File: config.mk
export PLATFORM = sky130hd
export DESIGN_NAME = multiport_register_file
export DESIGN_NICKNAME = d
export VERILOG_FILES = /design/src/rtl/multiport_register_file.sv
export SDC_FILE = /design/constraint.sdc
export NUM_CORES = 2
export LEC_CHECK = 0
export CELL_PAD_IN_SITES_DETAIL_PLACEMENT = 1
export CELL_PAD_IN_SITES_GLOBAL_PLACEMENT = 1
export CORE_MARGIN = 2
export CORE_UTILIZATION = 40
export DETAILED_ROUTE_END_ITERATION = 10
export DONT_BUFFER_PORTS = 1
export PLACE_DENSITY_LB_ADDON = 0.12
export SETUP_SLACK_MARGIN = 0.3
export SKIP_CTS_REPAIR_TIMING = 1
export SYNTH_ARGS = -nofsm -noshare
export SYNTH_HDL_FRONTEND = slang
export SYNTH_SLANG_ARGS = --single-unit
File: constraint.sdc
create_clock -name CLK -period 57.9 [get_ports CLK]
set_input_delay 11.58 -clock CLK [delete_from_list [all_inputs] [get_ports CLK]]
set_output_delay 11.58 -clock CLK [all_outputs]
set_load 0.02 [all_outputs]
File: src/rtl/multiport_register_file.sv
// Multiport register file with same-cycle read bypass, a trigger-loaded
// register, a monitor output, and a per-register pending (busy) scoreboard.
// Register 0 is hardwired to zero and can never be busy.
module multiport_register_file #(
  parameter int A_WIDTH  = 5,
  parameter int D_WIDTH  = 32,
  parameter int N_RD     = 2,
  parameter int N_WR     = 2,
  parameter int TRIG_REG = 5,
  parameter int MON_REG  = 10
) (
  input  logic                      CLK,
  input  logic                      RST,
  input  logic                      trigger,
  input  logic [N_WR-1:0]           WE,
  input  logic [N_WR*A_WIDTH-1:0]   WA,
  input  logic [N_WR*D_WIDTH-1:0]   WD,
  input  logic [N_RD*A_WIDTH-1:0]   RA,
  output logic [N_RD*D_WIDTH-1:0]   RD,
  output logic [N_RD-1:0]           RBUSY,
  input  logic                      ALLOC,
  input  logic [A_WIDTH-1:0]        ALLOC_A,
  output logic [D_WIDTH-1:0]        a0
);

  localparam int DEPTH = 2 ** A_WIDTH;

  logic [D_WIDTH-1:0] regs     [DEPTH];
  logic [D_WIDTH-1:0] nxt      [DEPTH];
  logic [DEPTH-1:0]   busy;
  logic [DEPTH-1:0]   busy_nxt;
  logic [DEPTH-1:0]   wr_hit;

  // Next value of every register: trigger beats the highest write port,
  // which beats lower ports, which beat the stored value. Busy is cleared
  // by a port write and set by ALLOC, so a new producer wins a tie.
  always_comb begin
    for (int r = 0; r < DEPTH; r++) begin
      nxt[r]      = regs[r];
      wr_hit[r]   = 1'b0;
      busy_nxt[r] = busy[r];
      for (int p = 0; p < N_WR; p++) begin
        if (WE[p] && (WA[p*A_WIDTH +: A_WIDTH] == A_WIDTH'(r))) begin
          nxt[r]      = WD[p*D_WIDTH +: D_WIDTH];
          wr_hit[r]   = 1'b1;
          busy_nxt[r] = 1'b0;
        end
      end
      if (trigger && (r == TRIG_REG)) nxt[r] = D_WIDTH'(1);
      if (ALLOC && (ALLOC_A == A_WIDTH'(r))) busy_nxt[r] = 1'b1;
      if (r == 0) begin
        nxt[r]      = '0;
        wr_hit[r]   = 1'b0;
        busy_nxt[r] = 1'b0;
      end
    end
  end

  // Register and scoreboard state; reset clears everything immediately.
  always_ff @(posedge CLK or posedge RST) begin
    if (RST) begin
      for (int r = 0; r < DEPTH; r++) regs[r] <= '0;
      busy <= '0;
    end else begin
      for (int r = 0; r < DEPTH; r++) regs[r] <= nxt[r];
      busy <= busy_nxt;
    end
  end

  // Combinational read ports and monitor, all showing the bypassed value;
  // forced to zero while reset is held.
  always_comb begin
    RD    = '0;
    RBUSY = '0;
    a0    = '0;
    if (!RST) begin
      for (int i = 0; i < N_RD; i++) begin
        RD[i*D_WIDTH +: D_WIDTH] = nxt[RA[i*A_WIDTH +: A_WIDTH]];
        RBUSY[i] = busy[RA[i*A_WIDTH +: A_WIDTH]] & ~wr_hit[RA[i*A_WIDTH +: A_WIDTH]];
      end
      a0 = nxt[A_WIDTH'(MON_REG)];
    end
  end

endmodule

### After elaboration in Yosys (flattened, before gate mapping)

Cells that the tools add are included.

* order comparisons: 4
* equal/unequal tests: 93
* multiplexer cells: 235
* bitwise operators: 6
* reduce and logical (&&, ||, !) cells: 124

Operators by type and width (count)
* 2-to-1 mux 32 bit: 68
* binary-select mux 32 bit (select 5 bit): 2
* equality test 5 bit (second input constant): 48
* 2-to-1 mux 1 bit: 159
* equality test 5 x 4 -> 1 bit (second input constant): 24
* logical AND 1 bit: 93
* nonzero test 3 bit: 31
* 2-to-1 mux 64 bit: 1
* equality test 5 x 3 -> 1 bit (second input constant): 12
* equality test 5 x 2 -> 1 bit (second input constant): 6
* binary-select mux 1 bit (select 5 bit): 4
* equality test 5 x 1 -> 1 bit (second input constant): 3
* >= comparator 6 bit (second input constant): 2
* < comparator 5 x 6 -> 1 bit (second input constant): 2
* NOT 5 -> 6 bit: 2
* bitwise AND 1 bit: 2
* 2-to-1 mux 2 bit: 1
* NOT 1 bit: 2

* bits in registers: 1023
* input bits: 95
* logic and storage cells: 524

### Longest topological paths before layout

* word-level depth: 9
* mapped depth: 13
* mapped depth without buffers: 8

### Least setup slack after synthesis

OpenSTA, ideal clock, no wires.

* path kind: input to output
* start point: in RST
* end point: out RD[55]
* data arrival time: 45.134 ns
* data required time: 46.320 ns
* setup slack: 1.186 ns
* cell stages on the path: 5
* buffers on the path: 3
* cells stage by stage: clkbuf_1 > inv_1 > clkbuf_1 > clkbuf_1 > o311a_1

* word-level cells in the longest chain between the ends: 1

Ends and longest elaborated chain
* start, declared: line 13 `input logic RST,`
* 2-to-1 mux 64 bit: line 76 `if (!RST) begin`
* end, declared: line 19 `output logic [N_RD*D_WIDTH-1:0] RD,`

No other way between the ends.

==> impl_metrics.yaml <==
status:
  status: "complete, but fails checks"
  violations: "DRC, capacitance limit, slew limit"
cts:
  root_buffer: "clkbuf_16"
  insertion_delay_ns: 0.80
  cts_sinks: 1023
  cts_buffer_depth: 3
  htree_num_levels: 4
  numCtsBuffers: 133
  cts_tree: "done"
  path_clk_slew_ns: 0.06
routing:
  num_vias: 78200
  routed_wl_um: 466000
  first_pass_iters: 11
  drt_iter0_markers: 14900
  wl_per_cell_um: 47.8
  drcViolationCount: 1
  final_antenna_net_count: 0
  vias_per_cell: 8.01
yosys:
  syn-num-nets: 8191
  synth-edff-count: 0
  synth_ff_type: "dfrtp_1"
  seq_area_frac_synth_pct: 40.1
  synth_cells: 8096
  avgSynthCellArea_um2: 7.88
  async_reset_ff_share_pct: 100
  yosys_register_bits: 1023
  netlist_area_mm2: 0.0638
  yosys.area.top_type_share_pct: 40.1
  yosys_warnings: 0
  yosysTopAreaCell: "dfrtp_1"
  synth_area_leaders: "dfrtp_1, nand2_1, a31oi_1"
  ys_types: 85
power_and_ir_drop:
  power_switching_mw: 0.933
  p_leak_nw: 27.9
  powerDensity_mw_per_mm2: 36.5
  seqPwrFrac_pct: 37.4
  comb_power_share_pct: 28.8
  p_clk_share_pct: 33.8
  swShare_pct: 36.7
  ir_drop_v: 0.0000323
  p_int_mw: 1.61
sta:
  finalMaxSlewViolations: 36
  rsz0062_at_grt: "no"
  worst_pin_slew_ns: 1.55
  setup_viol: 0
  clock_skew_ns: 0
  hold_slack_ns: 0.547
  hold_viol: 0
  fin_tns_setup_ns: 0
  fmax_ghz: 0.0355
  finalCriticalPeriod_ns: 28.16
  timing.final.crit_share_pct: 48.6
  max-slew-margin-rel_pct: -3.45
grt:
  grt_pass1_vias: 74100
  grt_use_total_pct: 55.4
  grt_pass1_wl_um: 628000
  antenna_found_initial: 46
  overflow: 0
  grt_max_degree: 156
flow_run:
  maxCapViolations: 4
setup_path:
  start_kind: "primary input"
  required_ns: 46.32
  path_common_cell: "o22ai_1"
  end_kind: "primary output"
  worst-endpoint-arrival_ns: 16.58
  max_stage_delay_ns: 0.79
  cp_slowest_cell: "nor3b_1"
  path_max_fanout: 29
  critPathTopFamily: "simple AND/OR/NAND/NOR gates"
  crit_chain: "and4b_1, nand2_2, buf_4, a31oi_1, o22ai_1, nor3_1, nor3b_1, o22ai_1, o221ai_1"
  cp_num_buf_inv: 1
  crit_type: "primary input to primary output"
placement:
  place_hpwl_um: 288000
  place_congestion: 1.06
  io_buffers: 0
layout:
  drive_above_1_share_pct: 9.89
  area_growth_pct: 9.23
  fill_cells: 18700
  regArea_mm2: 0.0256
  multi_input_area_mm2: 0.0347
  nNetsFinal: 7649
worst_hold_path:
  hold_path.class: "flip-flop to flip-flop"
die:
  die_h_um: 403
  die-area_mm2: 0.163
  die_x_um: 403
  rows: 146
  coreArea_mm2: 0.158
  ios: 193
  initial_core_util_pct: 40.3
==> path summary, 6_finish.rpt <==
path | startpoint | to | slack [ns] | cells past startpoint
min in group asynchronous | RST | regs[131]$_DFF_PP0_ | 10.88 | 1
min | busy[21]$_DFFE_PP0P_ | busy[21]$_DFFE_PP0P_ | 0.55 | 1
max in group asynchronous | RST | regs[991]$_DFF_PP0_ | 43.87 | 4
min reg2reg | busy[21]$_DFFE_PP0P_ | busy[21]$_DFFE_PP0P_ | 0.55 | 1
max reg2reg | regs[688]$_DFF_PP0_ | regs[688]$_DFF_PP0_ | 56.06 | 2
max | WA[5] | RD[43] | 29.74 | 9
==> layout make-up <==
type                       instances  share of cell area, %
antenna                           43                  0.154
clock buffer                     193                   5.56
clock inverter                    41                  0.578
inverter                          45                  0.257
multi-input combinational       6066                   49.8
sequential                      1023                   36.7
tap                             2072                   3.72
timing repair buffer             285                   3.16
==> cell usage after synthesis, types with 62 or more instances <==
master,instances
nand2_1,1227
dfrtp_1,1023
nor2_1,1002
clkbuf_1,680
a31oi_1,652
o21ai_0,540
a22oi_1,414
a21oi_1,370
nor3_1,325
o22ai_1,291
buf_2,198
mux2i_1,178
nand3_1,159
a221oi_1,114
buf_1,69
o211ai_1,62
==> per-stage QoR <==
step	power, mW	util (%)	cells	cell area, µm²	setup WS, ns
floorplan	1.42	-	8096	63800	1.19
global placement	1.61	41.2	9491	65300	30.51
detailed placement	1.64	41.2	9491	65300	30.46
CTS	2.48	43.9	9725	69600	30.45
global route	2.60	44.0	9734	69600	30.16
finish	2.54	44.0	9768	69700	29.74
==> power by group through the flow <==
| stage | clock network, mW | registers [mW] | logic [mW] |
|---|---|---|---|
| finish | 0.859 | 0.952 | 0.731 |
| global route | 0.878 | 0.965 | 0.753 |
| CTS | 0.849 | 0.948 | 0.680 |
| detailed placement | 0 | 0.960 | 0.676 |
| global placement | 0 | 0.951 | 0.658 |
| floorplan | 0 | 0.956 | 0.464 |
==> logic make-up (layout without fill, tap and decap cells) <==
family	count (synthesis)	after routing	share of synthesized area [%]
AO/OA/AOI/OAI	2841	2841	28.9
XOR/XNOR	2	2	0.0275
buffers and inverters	1007	564	6.39
flip-flops	1023	1023	40.1
multiplexers	252	252	4.75
other	0	43	0
AND/OR/NAND/NOR	2971	2971	19.8
==> registers in the layout, summed over array words and instances (netlist names) <==
register,cells
busy,31
regs,992
==> metal layers <==
| layer | GRT usage [%] | up-vias | wire (µm) |
|---|---|---|---|
| li1 | - | 28600 | - |
| met5 | 6.90 | - | 1710 |
| met3 | 33.9 | 2467 | 84400 |
| met1 | 65.9 | 39000 | 164000 |
| met4 | 39.6 | 62 | 43100 |
| met2 | 71.7 | 8038 | 173000 |
==> placed cells by master (no fill, tap or decap), types with 28 or more instances in the layout <==
| master | n |
|---|---|
| mux2i_1 | 178 |
| buf_4 | 279 |
| o21ai_0 | 539 |
| a22oi_1 | 414 |
| nor2_1 | 965 |
| nand2_1 | 1165 |
| and2_1 | 40 |
| a2bb2oi_1 | 44 |
| nand3_1 | 159 |
| inv_1 | 39 |
| diode_2 | 43 |
| o221ai_1 | 43 |
| nand2_2 | 63 |
| a21oi_1 | 370 |
| mux2_2 | 37 |
| clkbuf_8 | 28 |
| dfrtp_1 | 1023 |
| nor3_1 | 325 |
| mux4_2 | 37 |
| clkbuf_16 | 135 |
| o22ai_1 | 289 |
| a31oi_1 | 652 |
| o211ai_1 | 62 |
| clkbuf_1 | 30 |
| a211oi_1 | 58 |
| a221oi_1 | 113 |
| a22o_1 | 29 |
Note: power is estimated with default switching activity, not from simulation.
